--- src/rtl/ctrl_pkg.sv ---
// Shared constants for the multi-cycle RISC-V control unit: opcodes,
// ALUOp encodings, FSM state encoding and instruction-class bit indices.
package ctrl_pkg;

    localparam logic [6:0] OPC_R      = 7'b0110011;
    localparam logic [6:0] OPC_I      = 7'b0010011;
    localparam logic [6:0] OPC_LOAD   = 7'b0000011;
    localparam logic [6:0] OPC_STORE  = 7'b0100011;
    localparam logic [6:0] OPC_BRANCH = 7'b1100011;
    localparam logic [6:0] OPC_JAL    = 7'b1101111;

    localparam logic [6:0] F7_MUL     = 7'b0000001;

    localparam logic [1:0] ALUOP_ADD    = 2'b00;
    localparam logic [1:0] ALUOP_SUB    = 2'b01;
    localparam logic [1:0] ALUOP_R_TYPE = 2'b10;

    localparam logic [2:0] ST_FETCH    = 3'd0;
    localparam logic [2:0] ST_DECODE   = 3'd1;
    localparam logic [2:0] ST_EXEC     = 3'd2;
    localparam logic [2:0] ST_MUL_WAIT = 3'd3;
    localparam logic [2:0] ST_MEM      = 3'd4;
    localparam logic [2:0] ST_WB       = 3'd5;

    // Bit positions inside the one-hot instruction class vector
    localparam int CLS_R       = 0;
    localparam int CLS_I       = 1;
    localparam int CLS_LOAD    = 2;
    localparam int CLS_STORE   = 3;
    localparam int CLS_BRANCH  = 4;
    localparam int CLS_JAL     = 5;
    localparam int CLS_MUL     = 6;
    localparam int CLS_ILLEGAL = 7;
    localparam int CLS_W       = 8;

endpackage

--- src/rtl/mc_ctrl_decode.sv ---
// Combinational classifier: maps opcode/funct7 to a one-hot instruction class.
module mc_ctrl_decode
    import ctrl_pkg::*;
#(
    parameter bit ENABLE_MUL = 1'b1
) (
    input  logic [6:0]       i_opcode,
    input  logic [6:0]       i_funct7,
    output logic [CLS_W-1:0] o_class
);

    // Unsupported opcodes, and MUL when the multiplier is absent, fall to ILLEGAL
    always_comb begin
        o_class = '0;
        case (i_opcode)
            OPC_R: begin
                if (i_funct7 == F7_MUL) begin
                    if (ENABLE_MUL) begin
                        o_class[CLS_MUL] = 1'b1;
                    end else begin
                        o_class[CLS_ILLEGAL] = 1'b1;
                    end
                end else begin
                    o_class[CLS_R] = 1'b1;
                end
            end
            OPC_I:      o_class[CLS_I]      = 1'b1;
            OPC_LOAD:   o_class[CLS_LOAD]   = 1'b1;
            OPC_STORE:  o_class[CLS_STORE]  = 1'b1;
            OPC_BRANCH: o_class[CLS_BRANCH] = 1'b1;
            OPC_JAL:    o_class[CLS_JAL]    = 1'b1;
            default:    o_class[CLS_ILLEGAL] = 1'b1;
        endcase
    end

endmodule

--- src/rtl/mc_control_unit.sv ---
// Multi-cycle FSM control unit: sequences FETCH/DECODE/EXEC/MUL_WAIT/MEM/WB
// and drives the datapath control lines (Moore, except during DECODE).
module mc_control_unit
    import ctrl_pkg::*;
#(
    parameter int MUL_LATENCY = 4,
    parameter int ENABLE_MUL  = 1
) (
    input  logic       clk,
    input  logic       rst,
    input  logic [6:0] opcode,
    input  logic [6:0] funct7,
    output logic       pc_write,
    output logic       ir_write,
    output logic       alu_src,
    output logic [1:0] alu_op,
    output logic       branch,
    output logic       jump,
    output logic       mem_read,
    output logic       mem_write,
    output logic       mem_2_reg,
    output logic       mul_start,
    output logic       mul_sel,
    output logic       reg_write,
    output logic       instr_done,
    output logic       illegal_instr
);

    localparam int CNT_W = $clog2(MUL_LATENCY + 1);

    logic [2:0]       r_state;
    logic [2:0]       w_next_state;
    logic [6:0]       r_op_q;
    logic [6:0]       r_f7_q;
    logic [CNT_W-1:0] r_cnt;
    logic [6:0]       w_dec_opc;
    logic [6:0]       w_dec_f7;
    logic [CLS_W-1:0] w_class;

    logic       w_pc_write, w_ir_write, w_alu_src, w_branch, w_jump;
    logic       w_mem_read, w_mem_write, w_mem_2_reg, w_mul_start, w_mul_sel;
    logic       w_reg_write, w_instr_done, w_illegal;
    logic [1:0] w_alu_op;

    // One classifier serves both the live inputs (DECODE) and the latched instruction
    assign w_dec_opc = (r_state == ST_DECODE) ? opcode : r_op_q;
    assign w_dec_f7  = (r_state == ST_DECODE) ? funct7 : r_f7_q;

    mc_ctrl_decode #(
        .ENABLE_MUL (ENABLE_MUL != 0)
    ) u_decode (
        .i_opcode (w_dec_opc),
        .i_funct7 (w_dec_f7),
        .o_class  (w_class)
    );

    // State register, instruction latches and multiply wait counter
    always_ff @(posedge clk) begin
        if (rst) begin
            r_state <= ST_FETCH;
            r_op_q  <= 7'd0;
            r_f7_q  <= 7'd0;
            r_cnt   <= '0;
        end else begin
            r_state <= w_next_state;
            if (r_state == ST_DECODE) begin
                r_op_q <= opcode;
                r_f7_q <= funct7;
            end
            if ((r_state == ST_DECODE) && w_class[CLS_MUL]) begin
                r_cnt <= CNT_W'(MUL_LATENCY - 1);
            end else if ((r_state == ST_MUL_WAIT) && (r_cnt != '0)) begin
                r_cnt <= r_cnt - CNT_W'(1);
            end
        end
    end

    // Next-state and per-state control decode
    always_comb begin
        w_next_state = r_state;
        w_pc_write   = 1'b0;
        w_ir_write   = 1'b0;
        w_alu_src    = 1'b0;
        w_alu_op     = ALUOP_ADD;
        w_branch     = 1'b0;
        w_jump       = 1'b0;
        w_mem_read   = 1'b0;
        w_mem_write  = 1'b0;
        w_mem_2_reg  = 1'b0;
        w_mul_start  = 1'b0;
        w_mul_sel    = 1'b0;
        w_reg_write  = 1'b0;
        w_instr_done = 1'b0;
        w_illegal    = 1'b0;
        case (r_state)
            ST_FETCH: begin
                w_ir_write   = 1'b1;
                w_pc_write   = 1'b1;
                w_next_state = ST_DECODE;
            end
            ST_DECODE: begin
                if (w_class[CLS_MUL]) begin
                    w_mul_start  = 1'b1;
                    w_next_state = ST_MUL_WAIT;
                end else if (w_class[CLS_ILLEGAL]) begin
                    w_illegal    = 1'b1;
                    w_instr_done = 1'b1;
                    w_next_state = ST_FETCH;
                end else begin
                    w_next_state = ST_EXEC;
                end
            end
            ST_EXEC: begin
                if (w_class[CLS_R]) begin
                    w_alu_op     = ALUOP_R_TYPE;
                    w_next_state = ST_WB;
                end else if (w_class[CLS_I]) begin
                    w_alu_src    = 1'b1;
                    w_next_state = ST_WB;
                end else if (w_class[CLS_LOAD] || w_class[CLS_STORE]) begin
                    w_alu_src    = 1'b1;
                    w_next_state = ST_MEM;
                end else if (w_class[CLS_BRANCH]) begin
                    w_alu_op     = ALUOP_SUB;
                    w_branch     = 1'b1;
                    w_instr_done = 1'b1;
                    w_next_state = ST_FETCH;
                end else if (w_class[CLS_JAL]) begin
                    w_jump       = 1'b1;
                    w_alu_op     = ALUOP_R_TYPE;
                    w_instr_done = 1'b1;
                    w_next_state = ST_FETCH;
                end else begin
                    w_next_state = ST_FETCH;
                end
            end
            ST_MEM: begin
                w_alu_src = 1'b1;
                if (w_class[CLS_LOAD]) begin
                    w_mem_read   = 1'b1;
                    w_next_state = ST_WB;
                end else begin
                    w_mem_write  = 1'b1;
                    w_instr_done = 1'b1;
                    w_next_state = ST_FETCH;
                end
            end
            ST_MUL_WAIT: begin
                if (r_cnt == '0) begin
                    w_next_state = ST_WB;
                end else begin
                    w_next_state = ST_MUL_WAIT;
                end
            end
            ST_WB: begin
                w_reg_write  = 1'b1;
                w_instr_done = 1'b1;
                w_mem_2_reg  = w_class[CLS_LOAD];
                w_mul_sel    = w_class[CLS_MUL];
                w_next_state = ST_FETCH;
            end
            default: begin
                w_next_state = ST_FETCH;
            end
        endcase
    end

    // Reset blanks every output in the same cycle it is asserted
    assign pc_write      = w_pc_write   & ~rst;
    assign ir_write      = w_ir_write   & ~rst;
    assign alu_src       = w_alu_src    & ~rst;
    assign alu_op        = w_alu_op     & {2{~rst}};
    assign branch        = w_branch     & ~rst;
    assign jump          = w_jump       & ~rst;
    assign mem_read      = w_mem_read   & ~rst;
    assign mem_write     = w_mem_write  & ~rst;
    assign mem_2_reg     = w_mem_2_reg  & ~rst;
    assign mul_start     = w_mul_start  & ~rst;
    assign mul_sel       = w_mul_sel    & ~rst;
    assign reg_write     = w_reg_write  & ~rst;
    assign instr_done    = w_instr_done & ~rst;
    assign illegal_instr = w_illegal    & ~rst;

endmodule

--- config.mk ---
export PLATFORM = sky130hd
export DESIGN_NAME = mc_control_unit
export DESIGN_NICKNAME = d
export VERILOG_FILES = /design/src/rtl/ctrl_pkg.sv /design/src/rtl/mc_ctrl_decode.sv /design/src/rtl/mc_control_unit.sv
export SDC_FILE = /design/constraint.sdc
export NUM_CORES = 1
export LEC_CHECK = 0
export CAP_MARGIN = 30
export CORE_MARGIN = 1.5
export CORE_UTILIZATION = 50
export DETAILED_ROUTE_END_ITERATION = 12
export MAX_ROUTING_LAYER = met4
export PLACE_DENSITY = 0.84
export SYNTH_ARGS = -nofsm -noshare
export SYNTH_HDL_FRONTEND = slang
export SYNTH_SLANG_ARGS = --single-unit
--- constraint.sdc ---
create_clock -name clk -period 4.32 [get_ports clk]
set_input_delay 0.432 -clock clk [delete_from_list [all_inputs] [get_ports clk]]
set_output_delay 0.432 -clock clk [all_outputs]
set_load 0.005 [all_outputs]
==> flow_metrics.env, run 1 <==
export IMPL_outcome="complete, no violations"
export IMPL_viasPerCell=5.759
export IMPL_ant_nets=0
export IMPL_fillers=228
export IMPL_dr_first_iter_drc_count=35
export IMPL_ys_ff_latch=20
export IMPL_fmax_ghz=0.2971
export IMPL_root_buffer="clkbuf_4"
export IMPL_path_class="reg2out"
export IMPL_p_leak_nw=0.5656
export IMPL_fin_cells=224
export IMPL_grt_pass1_wl_um=4636
export IMPL_synth_distinct_cells=43
export IMPL_timing_final_ws_setup_ps=953.6
export IMPL_hp_class="reg2reg"
export IMPL_cts_buffers=3
export IMPL_clock_skew_ps=3.301
export IMPL_grt_pass1_vias=1102
export IMPL_syn_nets=188
export IMPL_syn_inst=170
export IMPL_postCtsSetupBuffers=0
export IMPL_synth_compound_area_frac=0.1520
export IMPL_grt_max_degree=27
export IMPL_seq_power_share=0.536
export IMPL_vdd_ir_drop_max_uv=248.2
export IMPL_port_buffers=30
export IMPL_drcViolationCount=0
export IMPL_cp_slowest_cell="or3_1"
export IMPL_syn_area_um2=1267
export IMPL_drt_total_wl_um=2933
export IMPL_synthAdderAreaFrac=0.01974
export IMPL_p_int_mw=0.2770
export IMPL_wire_per_inst_um=13.09
export IMPL_die_area_um2=2846
export IMPL_synthSimpleGateAreaFrac=0.3771
export IMPL_synth_area_leaders="dfxtp_1 (32%), nand2_1 (9.8%), a21oi_1 (9.5%), nor2_1 (3.6%), nor4_1 (3.0%)"
export IMPL_dp_cells=220
export IMPL_maxCapViolations=0
export IMPL_finalSetupViolCount=0
export IMPL_clkTransAtPathRegs_ps=110
export IMPL_synth_top_cell_by_area="dfxtp_1"
export IMPL_dpl_hpwl_um=2183
export IMPL_ctsLongestPathBuffers=2
export IMPL_hold_viol=0
export IMPL_place_ws_ps=1226
export IMPL_synthArstFlopShare=0
export IMPL_critPathLaunchType="register"
export IMPL_hold_worst_slack_ps=460.4
export IMPL_first_pass_iters=4
export IMPL_p_clk_frac=0.290
export IMPL_cts_max_level=1
export IMPL_antenna_cells=0
export IMPL_vias=1290
export IMPL_fin_crit_sh=0.7793
export IMPL_synth_top_family_by_area="simple AND/OR/NAND/NOR gates"
export IMPL_cts_hold_buf=0
export IMPL_clock_sinks=20
export IMPL_layout_drive_gt1_share=0.07732
export IMPL_crit_path_end_kind="primary output"
export IMPL_row_count=18
export IMPL_die_h_um=53.35
export IMPL_p_per_area_nw_per_um2=237.4
export IMPL_cts_resized_gates=0
export IMPL_crit_fanout=20
export IMPL_worstMarginPinSlew_ps=684.1
export IMPL_cp_required_ps=3890
export IMPL_fp_dieW_um=53.35
export IMPL_syn_mean_instance_area_um2=7.456
export IMPL_grt_usage=0.2301
export IMPL_gp_congestion=0.8438
export IMPL_p_comb_frac=0.174
export IMPL_fin_setup_tns_ps=0
export IMPL_antenna_found_initial=0
export IMPL_yosys_warnings=0
export IMPL_p_switching_mw=0.1002
export IMPL_clk_latency_ps=310
export IMPL_cpPeakStageDelay_ps=660
export IMPL_relSlewSlack=0.5397
export IMPL_final_nets=213
export IMPL_synthToLayoutAreaGrowth_pct=25.37
export IMPL_crit_chain="inv_2 > or3_1 > mux2_2 > nor4b_1 > clkdlybuf4s50_1"
export IMPL_overflow=0
export IMPL_min_period_ps=3366
export IMPL_start_util=0.5211
export IMPL_netlist_area_leader_share=0.3159
export IMPL_p_sw_frac=0.2657
export IMPL_synth_top_flop_cell="dfxtp_1"
export IMPL_synth_edf_count=0
export IMPL_pin_count=31
export IMPL_cts_tree="done"
export IMPL_synth_mux_area_fraction=0.03356
export IMPL_crit_arrival_ps=2930
export IMPL_core_um2=2432
export IMPL_drv_slew=0
export IMPL_grt_setup_unrepaired="no"
export IMPL_ys_seq_area_frac=0.3159
export IMPL_synth_xor_area_share=0.02764
cell usage in the layout, fill, tap and decap left out, types with 2 or more instances in the layout:
cell type         n
mux2_2            2
a31oi_1           3
nand3_1           5
nand2b_1          3
dfxtp_1          20
or3_1             2
nor4_1            6
nand2_1          33
mux2i_1           2
clkbuf_4          3
inv_1             6
o21ai_0           3
clkdlybuf4s50_1  30
nor2_1           12
nand4_1           3
xor2_1            2
buf_4             2
xnor2_1           2
ha_1              2
nor3_1            7
a21oi_1          24
through the flow:
| stage | cell area (um2) | util | power, mW |
|---|---|---|---|
| 5_1_grt | 1589 | 0.6533 | 0.3981 |
| 3_3_place_gp | 1553 | 0.6384 | 0.2692 |
| 4_1_cts | 1589 | 0.6533 | 0.3809 |
| 6_report | 1589 | 0.6533 | 0.3772 |
| 2_1_floorplan | 1267 | - | 0.2443 |
| 3_5_place_dp | 1553 | 0.6384 | 0.2714 |
cell type report:
cell class / instances / area [um2] / share of cell area
Clock buffer: 4 / 36.28 / 0.02283
Multi-Input combinational cell: 131 / 773.2 / 0.4866
Sequential cell: 20 / 400.4 / 0.2520
Timing Repair Buffer: 32 / 315.3 / 0.1984
Inverter: 7 / 26.28 / 0.01654
Tap cell: 30 / 37.54 / 0.02362
kinds of logic after synthesis:
logic type	after synthesis
multiplexers	4
AO/OA/AOI/OAI	35
flip-flops	20
AND/OR/NAND/NOR	86
adder cells (fa/ha/maj)	2
buffers and inverters	19
XOR/XNOR	4
state kept, by name (all words and copies together) (netlist names):
register,cells
r_state,3
r_f7_q,7
r_cnt,3
r_op_q,7
synthesized netlist by cell type (3+ instances only):
library cell	number
dfxtp_1	20
inv_1	6
a21oi_1	24
clkbuf_1	3
nand2b_1	3
o21ai_0	3
nand4_1	3
nor2_1	12
nand2_1	33
a31oi_1	3
buf_2	6
nor4_1	6
nor3_1	7
nand3_1	5
path summary, 6_finish.rpt:
check / cells after the start / slack (ps) / start / endpoint
worst max-delay path: 5 / 950 / r_state[0] / mul_sel
worst min-delay path: 2 / 460 / r_f7_q[4] / r_f7_q[4]
worst min register to register: 2 / 460 / r_f7_q[4] / r_f7_q[4]
worst max register to register: 5 / 2200 / r_state[0] / r_state[2]
metal layers:
metal,routed length [um],vias to the layer above,track usage,part of all wire
met3,196,11,0.03390,0.067
met5,0,-,-,0
met4,76,0,0.1282,0.026
met2,1420,53,0.3580,0.48
li1,-,642,-,-
met1,1239,584,0.2835,0.42
worst max-delay path, delay by kind of cell (launching register included):
family,cells,cell delay [ps]
flip-flops,1,620
AND/OR/NAND/NOR,2,960
multiplexers,1,350
buffers and inverters,2,690
power groups by stage:
stage | logic (mW) | registers (mW) | clock network, mW
floorplan | 0.0418 | 0.203 | 0
global placement | 0.0632 | 0.206 | 0
detailed placement | 0.0651 | 0.206 | 0
CTS | 0.0656 | 0.202 | 0.113
global route | 0.0728 | 0.204 | 0.122
finish | 0.0657 | 0.202 | 0.109
(Power assumes the default switching activity.)
==> run 2, diff against run 1 <==
CORE_UTILIZATION = 49   (was 50)
PLACE_DENSITY = 0.82   (was 0.84)
clock period = 3.14 ns   (was 4.32 ns; I/O delays follow)
==> run 2 against run 1 <==
  * First-iteration DRC count rose by 60%
  * Worst hold slack improved by 2.4 ps
  * Combinational power grew 40%
  * Highest routed layer unchanged
  * Register-to-register slack worse by 850 ps
  * Largest power group unchanged
==> flow_metrics.env, run 2 (synthesis results as in run 1) <==
export IMPL_reg2reg_to="r_state[2]"
export IMPL_layout_drive_gt1_share=0.08718
export IMPL_ctsLongestPathBuffers=2
export IMPL_fin_setup_tns_ps=0
export IMPL_port_buffers=30
export IMPL_worstMarginPinSlew_ps=564.3
export IMPL_synthToLayoutAreaGrowth_pct=27.34
export IMPL_p_clk_frac=0.367
export IMPL_p_leak_nw=0.5773
export IMPL_crit_end="instr_done"
export IMPL_p_switching_mw=0.1457
export IMPL_pin_count=31
export IMPL_setup_worst_path_start="r_state[1]"
export IMPL_first_pass_iters=6
export IMPL_ant_nets=0
export IMPL_grt_max_degree=27
export IMPL_gp_congestion=0.8938
export IMPL_overflow=0
export IMPL_critPathLaunchType="register"
export IMPL_drv_slew=0
export IMPL_cp_required_ps=2830
export IMPL_grt_setup_unrepaired="no"
export IMPL_clock_sinks=20
export IMPL_clock_skew_ps=6.272
export IMPL_outcome="complete, no violations"
export IMPL_dpl_hpwl_um=2347
export IMPL_largestRegisters="r_f7_q (7), r_op_q (7)"
export IMPL_fmax_ghz=0.3365
export IMPL_multi_input_area_um2=773.2
export IMPL_crit_path_end_kind="primary output"
export IMPL_cts_buffers=3
export IMPL_antenna_cells=0
export IMPL_final_nets=214
export IMPL_row_count=18
export IMPL_cts_resized_gates=0
export IMPL_p_total_mw=0.5866
export IMPL_p_comb_frac=0.157
export IMPL_root_buffer="clkbuf_4"
export IMPL_clkTransAtPathRegs_ps=120
export IMPL_start_util=0.5163
export IMPL_fillers=216
export IMPL_vdd_ir_drop_max_uv=300.3
export IMPL_p_sw_frac=0.2483
export IMPL_final_common_cell="nand2_1"
export IMPL_die_area_um2=2901
export IMPL_hp_class="reg2reg"
export IMPL_crit_arrival_ps=2660
export IMPL_core_um2=2455
export IMPL_fin_crit_sh=0.9463
export IMPL_final_cell_mix="nand2_1 (33), clkdlybuf4s50_1 (30), a21oi_1 (24)"
export IMPL_seq_power_share=0.476
export IMPL_path_class="reg2out"
export IMPL_postCtsSetupBuffers=0
export IMPL_vias=1352
export IMPL_finalSetupViolCount=0
export IMPL_cts_hold_buf=0
export IMPL_grt_pass1_vias=1140
export IMPL_min_period_ps=2972
export IMPL_p_int_mw=0.4409
export IMPL_hold_viol=0
export IMPL_die_h_um=53.86
export IMPL_p_per_area_nw_per_um2=363.4
export IMPL_drt_total_wl_um=3123
export IMPL_maxCapViolations=0
export IMPL_drcViolationCount=0
export IMPL_dr_first_iter_drc_count=56
export IMPL_seq_area_um2=401.6
export IMPL_clk_latency_ps=310
export IMPL_r2r_start="r_state[1]"
export IMPL_grt_pass1_wl_um=5057
export IMPL_relSlewSlack=0.6203
export IMPL_fp_dieW_um=53.86
export IMPL_wire_per_inst_um=13.88
export IMPL_antenna_found_initial=0
export IMPL_viasPerCell=6.009
export IMPL_regToRegSetupSlack_ps=1350
export IMPL_r2r_cells=6
export IMPL_grt_usage=0.2458
export IMPL_cts_max_level=1
export IMPL_crit_fanout=14
export IMPL_cts_tree="done"
==> run 2: critical path: stages (launching register included) <==
cell and delay [ps]:
dfxtp_1 650, nor3b_4 140, nor4_1 440, a21oi_1 150, mux2i_1 140, a221oi_1 280, clkdlybuf4s50_1 540
==> run 2: worst min path at each step <==
stage	start	endpoint	slack (ps)	depth (start not counted)
final	r_f7_q[4]	r_f7_q[4]	460	2
after global routing	r_f7_q[4]	r_f7_q[4]	500	2
after CTS	r_op_q[0]	r_op_q[0]	470	2
after detailed placement	r_op_q[1]	r_op_q[1]	450	2
after global placement	r_f7_q[5]	r_f7_q[5]	440	2
after floorplan	r_f7_q[5]	r_f7_q[5]	430	2
==> run 2: layout make-up <==
type / count / share of cell area
clock buffer: 3 / 0.01395
clock inverter: 1 / 0.01860
inverter: 7 / 0.01628
multi-input combinational: 131 / 0.4791
sequential: 20 / 0.2488
tap: 30 / 0.02326
timing repair buffer: 33 / 0.2000
==> run 2: per-layer routing <==
metal | GRT usage | wire length [um]
met5 | - | 0
met4 | 0.1239 | 85
met3 | 0.03889 | 213
met2 | 0.4085 | 1564
met1 | 0.2850 | 1260
==> run 2: power by group through the flow <==
stage / logic (mW) / clock network [mW] / registers, mW
after CTS: 0.0921 / 0.219 / 0.278
after global placement: 0.0887 / 0 / 0.283
after detailed placement: 0.0914 / 0 / 0.284
final: 0.0923 / 0.215 / 0.279
after global routing: 0.102 / 0.230 / 0.281
after floorplan: 0.0575 / 0 / 0.279
==> run 2: through the flow <==
stage	worst slack [ps]	cell area (um2)	utilization	std cells	hold WS, ps
final	168.5	1614	0.6575	225	462.8
after global routing	10.53	1614	0.6575	225	499.7
after CTS	44.85	1613	0.6570	225	467.9
after detailed placement	287.5	1560	0.6356	221	448.9
after global placement	331.2	1560	0.6356	221	439.9
after floorplan	1366	1267	-	170	431.3
